File: config.mk
export PLATFORM = sky130hd
export DESIGN_NAME = decode_stage_flat
export DESIGN_NICKNAME = d
export VERILOG_FILES = /design/src/rtl/decode_stage_if.sv /design/src/rtl/decode_stage.sv /design/src/flat_wrapper.sv
export SDC_FILE = /design/constraint.sdc
export NUM_CORES = 1
export LEC_CHECK = 0
export CAP_MARGIN = 30
export CELL_PAD_IN_SITES_DETAIL_PLACEMENT = 0
export CELL_PAD_IN_SITES_GLOBAL_PLACEMENT = 1
export CORE_UTILIZATION = 30
export CTS_CLUSTER_SIZE = 20
export DETAILED_ROUTE_END_ITERATION = 8
export PLACE_DENSITY_LB_ADDON = 0.1
export REMOVE_ABC_BUFFERS = 1
export SLEW_MARGIN = 20
export SYNTH_ARGS = -nofsm -noshare
export SYNTH_HDL_FRONTEND = slang
export SYNTH_SLANG_ARGS = --single-unit
File: constraint.sdc
create_clock -name clk -period 2.4 [get_ports clk]
set_input_delay 0.48 -clock clk [delete_from_list [all_inputs] [get_ports clk]]
set_output_delay 0.48 -clock clk [all_outputs]
set_load 0.02 [all_outputs]
File: src/rtl/decode_stage_if.sv
// rtl/decode_stage_if.sv - fetch-side and EX-side handshake bundle for decode_stage
`timescale 1ns/1ps

interface decode_stage_if;
  // fetch side
  logic        in_valid;
  logic        in_ready;
  logic [31:0] instr;
  // EX side
  logic        out_valid;
  logic        out_ready;
  logic [4:0]  a_reg;
  logic [4:0]  b_reg;
  logic [11:0] ctrl_ex;
  logic        illegal;

  // environment view: drives instructions and EX back-pressure
  modport master (
    output in_valid, instr, out_ready,
    input  in_ready, out_valid, a_reg, b_reg, ctrl_ex, illegal
  );

  // decode stage view
  modport slave (
    input  in_valid, instr, out_ready,
    output in_ready, out_valid, a_reg, b_reg, ctrl_ex, illegal
  );
endinterface

File: src/rtl/decode_stage.sv
// rtl/decode_stage.sv - registered instruction decode with load-use scoreboard and bubble counter
`timescale 1ns/1ps

module decode_stage #(
  parameter int LOAD_LAT = 1,
  parameter int EN_MUL   = 1,
  parameter int CNT_W    = 16
) (
  input  logic             clk,
  input  logic             rst_n,
  input  logic             flush,
  decode_stage_if.slave    bus,
  output logic [CNT_W-1:0] stall_cnt
);

  // ctrl_ex = {c_sel, d_sel, op_sel[1:0], wr_rd, wb_sel, wb_en, wb_reg[4:0]}
  localparam logic [11:0] NOP_CTRL = 12'b1_1_11_1_0_0_00000;

  localparam logic [5:0] OP_R  = 6'd2;
  localparam logic [5:0] OP_LW = 6'd3;
  localparam logic [5:0] OP_SW = 6'd4;
  localparam logic [4:0] F1_R  = 5'd10;

  // instruction fields
  logic [5:0] op;
  logic [4:0] rs, rt, rd, f1;
  logic [5:0] f2;

  assign op = bus.instr[31:26];
  assign rs = bus.instr[25:21];
  assign rt = bus.instr[20:16];
  assign rd = bus.instr[15:11];
  assign f1 = bus.instr[10:6];
  assign f2 = bus.instr[5:0];

  // decode results
  logic [4:0]  dec_a, dec_b;
  logic [11:0] dec_ctrl;
  logic        dec_ill;
  logic        dec_lw;
  logic        use_rs, use_rt;
  logic        r_ok;
  logic        r_dsel;
  logic [1:0]  r_opsel;

  // held pipeline register
  logic        out_valid_q;
  logic [4:0]  a_q, b_q;
  logic [11:0] ctrl_q;
  logic        illegal_q;

  // load-use scoreboard: entry i holds an LW destination issued i+1 slots ago
  logic [LOAD_LAT-1:0] sb_v;
  logic [4:0]          sb_reg [LOAD_LAT];

  logic rs_hit, rt_hit;
  logic hazard;
  logic advance;
  logic load_valid;

  // combinational decode of the presented instruction
  always_comb begin
    dec_a    = 5'd0;
    dec_b    = 5'd0;
    dec_ctrl = NOP_CTRL;
    dec_ill  = 1'b0;
    dec_lw   = 1'b0;
    use_rs   = 1'b0;
    use_rt   = 1'b0;
    r_ok     = 1'b0;
    r_dsel   = 1'b1;
    r_opsel  = 2'd0;
    case (op)
      OP_R: begin
        // op 2 with any other f1 is a silent NOP
        if (f1 == F1_R) begin
          case (f2)
            6'd32: begin r_ok = 1'b1; r_dsel = 1'b1; r_opsel = 2'd0; end
            6'd34: begin r_ok = 1'b1; r_dsel = 1'b1; r_opsel = 2'd1; end
            6'd36: begin r_ok = 1'b1; r_dsel = 1'b1; r_opsel = 2'd2; end
            6'd37: begin r_ok = 1'b1; r_dsel = 1'b1; r_opsel = 2'd3; end
            6'd50: begin
              r_ok    = (EN_MUL != 0);
              r_dsel  = 1'b0;
              r_opsel = 2'd0;
            end
            default: r_ok = 1'b0;
          endcase
          if (r_ok) begin
            dec_a    = rs;
            dec_b    = rt;
            dec_ctrl = {1'b0, r_dsel, r_opsel, 1'b1, 1'b0, 1'b1, rd};
            use_rs   = 1'b1;
            use_rt   = 1'b1;
          end else begin
            dec_ill  = 1'b1;
          end
        end
      end
      OP_LW: begin
        dec_a    = rs;
        dec_b    = 5'd0;
        dec_ctrl = {1'b1, 1'b1, 2'd0, 1'b1, 1'b1, 1'b1, rt};
        dec_lw   = 1'b1;
        use_rs   = 1'b1;
      end
      OP_SW: begin
        dec_a    = rs;
        dec_b    = rt;
        dec_ctrl = {1'b1, 1'b1, 2'd0, 1'b0, 1'b1, 1'b0, 5'd0};
        use_rs   = 1'b1;
        use_rt   = 1'b1;
      end
      default: ;
    endcase
  end

  // compare used sources against every in-flight load destination
  always_comb begin
    rs_hit = 1'b0;
    rt_hit = 1'b0;
    for (int i = 0; i < LOAD_LAT; i++) begin
      if (sb_v[i] && (sb_reg[i] == rs)) rs_hit = 1'b1;
      if (sb_v[i] && (sb_reg[i] == rt)) rt_hit = 1'b1;
    end
  end

  // r0 is never a real dependency
  assign hazard = bus.in_valid &&
                  ((use_rs && (rs != 5'd0) && rs_hit) ||
                   (use_rt && (rt != 5'd0) && rt_hit));

  assign advance    = !out_valid_q || bus.out_ready;
  assign load_valid = bus.in_valid && !hazard;

  assign bus.in_ready  = advance && !hazard && !flush;
  assign bus.out_valid = out_valid_q;
  assign bus.a_reg     = a_q;
  assign bus.b_reg     = b_q;
  assign bus.ctrl_ex   = ctrl_q;
  assign bus.illegal   = illegal_q;

  // pipeline register: flush kills the slot, hold freezes it, advance loads decode or a bubble
  always_ff @(posedge clk or negedge rst_n) begin
    if (!rst_n) begin
      out_valid_q <= 1'b0;
      a_q         <= 5'd0;
      b_q         <= 5'd0;
      ctrl_q      <= NOP_CTRL;
      illegal_q   <= 1'b0;
    end else if (flush) begin
      out_valid_q <= 1'b0;
      a_q         <= 5'd0;
      b_q         <= 5'd0;
      ctrl_q      <= NOP_CTRL;
      illegal_q   <= 1'b0;
    end else if (advance) begin
      out_valid_q <= load_valid;
      a_q         <= load_valid ? dec_a    : 5'd0;
      b_q         <= load_valid ? dec_b    : 5'd0;
      ctrl_q      <= load_valid ? dec_ctrl : NOP_CTRL;
      illegal_q   <= load_valid && dec_ill;
    end else begin
      // illegal only flags the first cycle the slot is presented
      illegal_q   <= 1'b0;
    end
  end

  // scoreboard shifts once per issued slot (real or bubble), cleared by flush
  always_ff @(posedge clk or negedge rst_n) begin
    if (!rst_n) begin
      sb_v <= '0;
      for (int i = 0; i < LOAD_LAT; i++) sb_reg[i] <= 5'd0;
    end else if (flush) begin
      sb_v <= '0;
      for (int i = 0; i < LOAD_LAT; i++) sb_reg[i] <= 5'd0;
    end else if (advance) begin
      for (int i = 1; i < LOAD_LAT; i++) begin
        sb_v[i]   <= sb_v[i-1];
        sb_reg[i] <= sb_reg[i-1];
      end
      if (load_valid && dec_lw && (rt != 5'd0)) begin
        sb_v[0]   <= 1'b1;
        sb_reg[0] <= rt;
      end else begin
        sb_v[0]   <= 1'b0;
        sb_reg[0] <= 5'd0;
      end
    end
  end

  // saturating count of hazard bubbles
  always_ff @(posedge clk or negedge rst_n) begin
    if (!rst_n) begin
      stall_cnt <= '0;
    end else if (!flush && advance && hazard && (stall_cnt != {CNT_W{1'b1}})) begin
      stall_cnt <= stall_cnt + CNT_W'(1);
    end
  end

endmodule

File: src/flat_wrapper.sv
// flat-port wrapper written by rule: the top's interface ports become plain ports
module decode_stage_flat 
#(
  parameter int LOAD_LAT = 1,
  parameter int EN_MUL   = 1,
  parameter int CNT_W    = 16
)
  (clk, rst_n, flush, stall_cnt, bus_in_valid, bus_instr, bus_out_ready, bus_in_ready, bus_out_valid, bus_a_reg, bus_b_reg, bus_ctrl_ex, bus_illegal);
  decode_stage_if bus_i ();
  input  logic clk;
  input  logic rst_n;
  input  logic flush;
  output logic [CNT_W-1:0] stall_cnt;
  input wire logic [$bits(bus_i.in_valid)-1:0] bus_in_valid;
  input wire logic [$bits(bus_i.instr)-1:0] bus_instr;
  input wire logic [$bits(bus_i.out_ready)-1:0] bus_out_ready;
  output wire logic [$bits(bus_i.in_ready)-1:0] bus_in_ready;
  output wire logic [$bits(bus_i.out_valid)-1:0] bus_out_valid;
  output wire logic [$bits(bus_i.a_reg)-1:0] bus_a_reg;
  output wire logic [$bits(bus_i.b_reg)-1:0] bus_b_reg;
  output wire logic [$bits(bus_i.ctrl_ex)-1:0] bus_ctrl_ex;
  output wire logic [$bits(bus_i.illegal)-1:0] bus_illegal;
  assign bus_i.in_valid = bus_in_valid;
  assign bus_i.instr = bus_instr;
  assign bus_i.out_ready = bus_out_ready;
  assign bus_in_ready = bus_i.in_ready;
  assign bus_out_valid = bus_i.out_valid;
  assign bus_a_reg = bus_i.a_reg;
  assign bus_b_reg = bus_i.b_reg;
  assign bus_ctrl_ex = bus_i.ctrl_ex;
  assign bus_illegal = bus_i.illegal;
  decode_stage #(.LOAD_LAT(LOAD_LAT), .EN_MUL(EN_MUL), .CNT_W(CNT_W)) u_core (.clk(clk), .rst_n(rst_n), .flush(flush), .bus(bus_i), .stall_cnt(stall_cnt));
endmodule
**Word level (Yosys, flattened, before mapping)**

Index checks and enable logic that the tools add are counted.

- Flip-flop bits (word level): 46
- Output and inout port bits: 41
- Logic and storage cells: 90

- Add/sub/neg operators: 1
- Equal/unequal tests: 12
- Muxes and demuxes: 43
- Reduce and logical (&&, ||, !) cells: 26

Operators by type and width:

| operator | number |
|---|---|
| $mux W5 | 13 |
| $mux W12 | 5 |
| $pmux W12 S3 | 1 |
| $eq A6 B6 Y1 const B | 5 |
| $pmux W5 S2 | 2 |
| $mux W1 | 19 |
| $add A16 B1 Y16 const B | 1 |
| $logic_and A1 B1 Y1 | 16 |
| $ne A16 B16 Y1 const B | 1 |
| $eq A6 B2 Y1 const B | 2 |
| $eq A5 B5 Y1 | 2 |
| $reduce_bool A5 Y1 | 2 |
| $eq A6 B3 Y1 const B | 1 |
| $pmux W2 S3 | 1 |
| $eq A5 B4 Y1 const B | 1 |
| $reduce_or A5 Y1 | 1 |
| $pmux W1 S2 | 2 |
| $logic_not A1 Y1 | 3 |
| $logic_or A1 B1 Y1 | 2 |
| $reduce_bool A2 Y1 | 1 |
| $reduce_or A2 Y1 | 1 |

**Depth between registers and ports, before layout**

- Word-level depth: 19
- Mapped depth: 8
- Gate-level depth less buffers: 6

**Worst setup path before layout**

OpenSTA, ideal clock, no wires.

- Path type: input-to-output
- From: input port bus_instr[20]
- To: output port bus_in_ready
- Arrival time: 2,229 ps
- Slack: -309 ps
- Stages on the path: 6
- Buffers on the path: 1
- Path through: or4_1 > o2111ai_1 > o31ai_1 > and2_1 > clkbuf_1 > a21boi_0

- Word-level cells in the longest chain between the ends: 9
- Elaborated cells between the ends (all ways): 11

Ends and longest elaborated chain:

| item | line | RTL |
|---|---|---|
| start: declaration | flat_wrapper.sv:15 | `input wire logic [$bits(bus_i.instr)-1:0] bus_instr;` |
| $eq A5 B5 Y1 | decode_stage.sv:124 | `if (sb_v[i] && (sb_reg[i] == rt)) rt_hit = 1'b1;` |
| $logic_and A1 B1 Y1 | decode_stage.sv:124 |  |
| $mux W1 | decode_stage.sv:124 |  |
| $logic_and A1 B1 Y1 * | decode_stage.sv:131 | `(use_rt && (rt != 5'd0) && rt_hit));` |
| $logic_or A1 B1 Y1 * | decode_stage.sv:130 | `((use_rs && (rs != 5'd0) && rs_hit) \|\|` |
| $logic_and A1 B1 Y1 * | decode_stage.sv:129 | `assign hazard = bus.in_valid &&` |
| $logic_not A1 Y1 * | decode_stage.sv:136 | `assign bus.in_ready = advance && !hazard && !flush;` |
| $logic_and A1 B1 Y1 * (2 in series) | decode_stage.sv:136 |  |
| end: declaration | flat_wrapper.sv:17 | `output wire logic [$bits(bus_i.in_ready)-1:0] bus_in_ready;` |

Mark *: on every way between the ends. The rest lies on a longest branch, timed or not.

**Worst setup path in the final report**

- From: input port bus_instr[8]
- To: output port bus_in_ready

- Word-level cells in the longest chain between the ends: 10
- Elaborated cells between the ends (all ways): 13

Ends and longest elaborated chain:

| item | line | RTL |
|---|---|---|
| $eq A5 B4 Y1 * | decode_stage.sv:76 | `if (f1 == F1_R) begin` |
| $mux W1 * | decode_stage.sv:76 |  |
| $pmux W1 S2 | decode_stage.sv:73 | `case (op)` |
| $logic_and A1 B1 Y1, on equally long branches (2 in series) | decode_stage.sv:130, decode_stage.sv:131 |  |
| $logic_or A1 B1 Y1 * | decode_stage.sv:130 |  |
| $logic_and A1 B1 Y1 * | decode_stage.sv:129 |  |
| $logic_not A1 Y1 * | decode_stage.sv:136 |  |
| $logic_and A1 B1 Y1 * (2 in series) | decode_stage.sv:136 |  |

Marks and branches as above.

==> metrics <==
synthesized cell area 2420 um2; layout cell share with drive strength beyond 1 39.5%; EDFF count, synth 0; Final Hold Viols 0; CP most frequent cell buf_6; Largest Register u_core.stall_cnt; Max Cap Viol 0; #FFs+latches synth 46; RSZ-0062 raised after global routing true; Congestion Overflow GR 0; Initial DRC Count 85; nets@finish 409; first-pass GRT wire length 11.9 mm; # DRC 0; CP required 1.92 ns; CP Data Arrival Time 2.01 ns; total die area 8420 um2; DRT Wirelength 7.29 mm; CTS buffer count 5; Max Clock Freq 0.402 GHz; cell chain of the critical path buf_6 -> or3b_4 -> nor3b_4 -> buf_4 -> a21boi_4 -> nor2_1 -> and2_4 -> a21boi_2 -> buf_6; Fill cells 716; register area share after synthesis 47.9%; ANT cells 0; Internal Pwr Total 0.00113 W; I/O Buffers 77; die width 91.8 um; Syn Inst Count 222; Hold Buf Count CTS 0; root buffer selected by CTS clkbuf_8; ys async rst share 100%; Core Util, Final 54.7%; part of the power in combinational logic 14.7%; Total Power 0.00149 W; row count 32; I/O Pins 78; P_sw 0.000365 W; final setup margin -0.0867 ns; Final ANT Viol Nets 0; placer congestion estimate 0.799; Post-DP HPWL 5.07 mm; ys flop type dfrtp_1; area leader, netlist dfrtp_1; overall routing resource usage 17.9%; via/cell ratio 4.94; headroom to the max-slew limit 64.1%; CP Class in -> out; CP startpoint kind input pin; setup TNS -0.552 ns; Distinct cells, synth 49; vias in the first global route 2,412; Placeable Area 7770 um2; Synthesis Warnings 0; drt first pass iters 4; pin count of the biggest net entering global routing 26; max-slew violation count 0; status finished with violations; largest cells by area after synthesis dfrtp_1 42%, xor2_1 7.6%, dfstp_2 5.4%; WL/cell 15.4 um; average cell area after synthesis 10.9 um2; Initial Util 31.1%; CP max FO 2; Net Sw Frac 24.4%; Clk network pwr share 33.2%; slowest stage delay, CP 0.41 ns; Hold WC Path Type in -> async; Synth top area share 42.4%; Min Clock Period, post-route 2.49 ns; max reg flops 16; Finish-stage setup viols 21; clock skew 0.0103 ns; Worst path slowest cell or3b_4; Power Dens Cells 351 nW/um2; worst vdd ir 195 uV; number of buffers on the longest clock path 2; Die Ht 91.8 um; P&R area growth vs syn 75.8%; Seq pwr share 52.2%; initial antenna violation count 0; Worst setup EP type output port; Worst-path clk slew 0.08 ns; Clock Sink Count 46; htree depth 2; clock latency on the worst-skew pair 0.30 ns; via count 2,342; CTS tree built; failing checks setup timing; slew at the pin with the worst max-slew slack 0.539 ns; fin crit share 104%; R2R depth 7; LEAKAGE 2.04 nW
per-layer routing:
metal	vias to the layer above	global-route usage (%)	share of wire (%)
met5	-	0	0
met4	0	4.69	1.4
met3	9	2.74	3.6
met2	51	30.6	50
met1	1145	23.5	45
li1	1137	-	-
power groups by stage:
stage	registers (W)	logic (W)	clock network [W]
floorplan	0.000797	0.0000441	0
global placement	0.000794	0.000203	0
detailed placement	0.000794	0.000202	0
CTS	0.000779	0.000209	0.000507
global route	0.000779	0.000236	0.000543
finish	0.000779	0.000219	0.000495
cells by family after synthesis:
group | share of synthesized area, %
simple gates | 23.9
compound gates | 16.7
flops | 47.9
xor+xnor | 8.33
buf+inv | 1.81
mux | 0.932
fa+ha+maj | 0.518
through the flow:
| stage | cells | area [um2] | worst slack (ns) | hold slack [ns] |
|---|---|---|---|---|
| floorplan | 213 | 2370 | -0.348 | 0.184 |
| global placement | 448 | 3700 | -0.940 | 0.464 |
| detailed placement | 448 | 3700 | -0.985 | 0.468 |
| CTS | 470 | 4110 | -0.146 | 0.170 |
| global route | 474 | 4250 | -0.210 | 0.181 |
| finish | 474 | 4250 | -0.0867 | 0.156 |
final cells by class:
type	count	area, um2	share of cell area [%]
clock inverters	1	5.00	0.118
well taps	102	128	3.00
clock buffers	7	86.3	2.03
flip-flops and latches	46	1160	27.2
repair buffers	151	1380	32.5
multi-input cells	167	1490	35.1
cell usage in the layout, fill, tap and decap left out, drive strengths merged, types with 3 or more instances in the layout:
cell type,netlist,layout
a21oi,7,7
a22o,11,11
a22oi,5,5
a32o,5,5
and3,3,3
buf,3,87
clkbuf,6,7
clkdlybuf4s15,0,3
clkdlybuf4s50,0,52
dfrtp,41,41
dfstp,5,5
dlygate4sd2,0,8
nand2,20,20
nand3,5,5
nand4,7,7
nor2,12,12
nor2b,5,5
nor3,8,8
nor3b,4,4
nor4,10,10
o21ai,5,5
o31ai,8,8
xor2,21,21
repair_timing:
item                       4_1_cts  5_1_grt
pin swaps                       36       21
gates cloned                     2        0
gates resized for setup        113       25
setup buffers                   12        5
setup endpoints to repair       24       32
synth_stat cells, types with 2 or more instances:
cell type  number
clkbuf_1        6
nand4_1         7
o21ai_0         5
nor4_1          8
xor2_1         21
nor3_1          4
mux2_2          2
nor4_4          2
nand2b_1        2
buf_2           2
a22o_1         11
nor2b_1         4
nor2_1         12
xnor2_1         2
nor3_2          4
o31ai_1         8
nand2_1        19
dfrtp_1        41
or4_1           2
a32o_1          5
nand3_1         5
a21oi_1         7
nor3b_2         3
a31oi_1         2
and3b_2         2
dfstp_2         5
a22oi_1         5
o32a_1          2
and3_1          3
nor4b_1         2
path summary, 6_finish.rpt:
kind	endpoint	from	slack [ns]
hold reg to reg	u_core.bus.ctrl_ex[4]	u_core.bus.ctrl_ex[4]	0.48
setup / recovery	bus_in_ready	bus_instr[8]	-0.09
setup reg to reg	u_core.stall_cnt[12]	u_core.sb_reg[4]	-0.08
max in group asynchronous	u_core.bus.ctrl_ex[10]	rst_n	1.64
min in group clk	u_core.bus.ctrl_ex[4]	u_core.bus.ctrl_ex[4]	0.48
hold / removal	u_core.bus.b_reg[1]	rst_n	0.16
worst max-delay path, delay by kind of cell:
family / cells / cell delay, ns
buffers and inverters: 3 / 0.37
AOI/OAI and AO/OA: 2 / 0.10
and+or+nand+nor: 4 / 1.06
(Power assumes the default switching activity.)
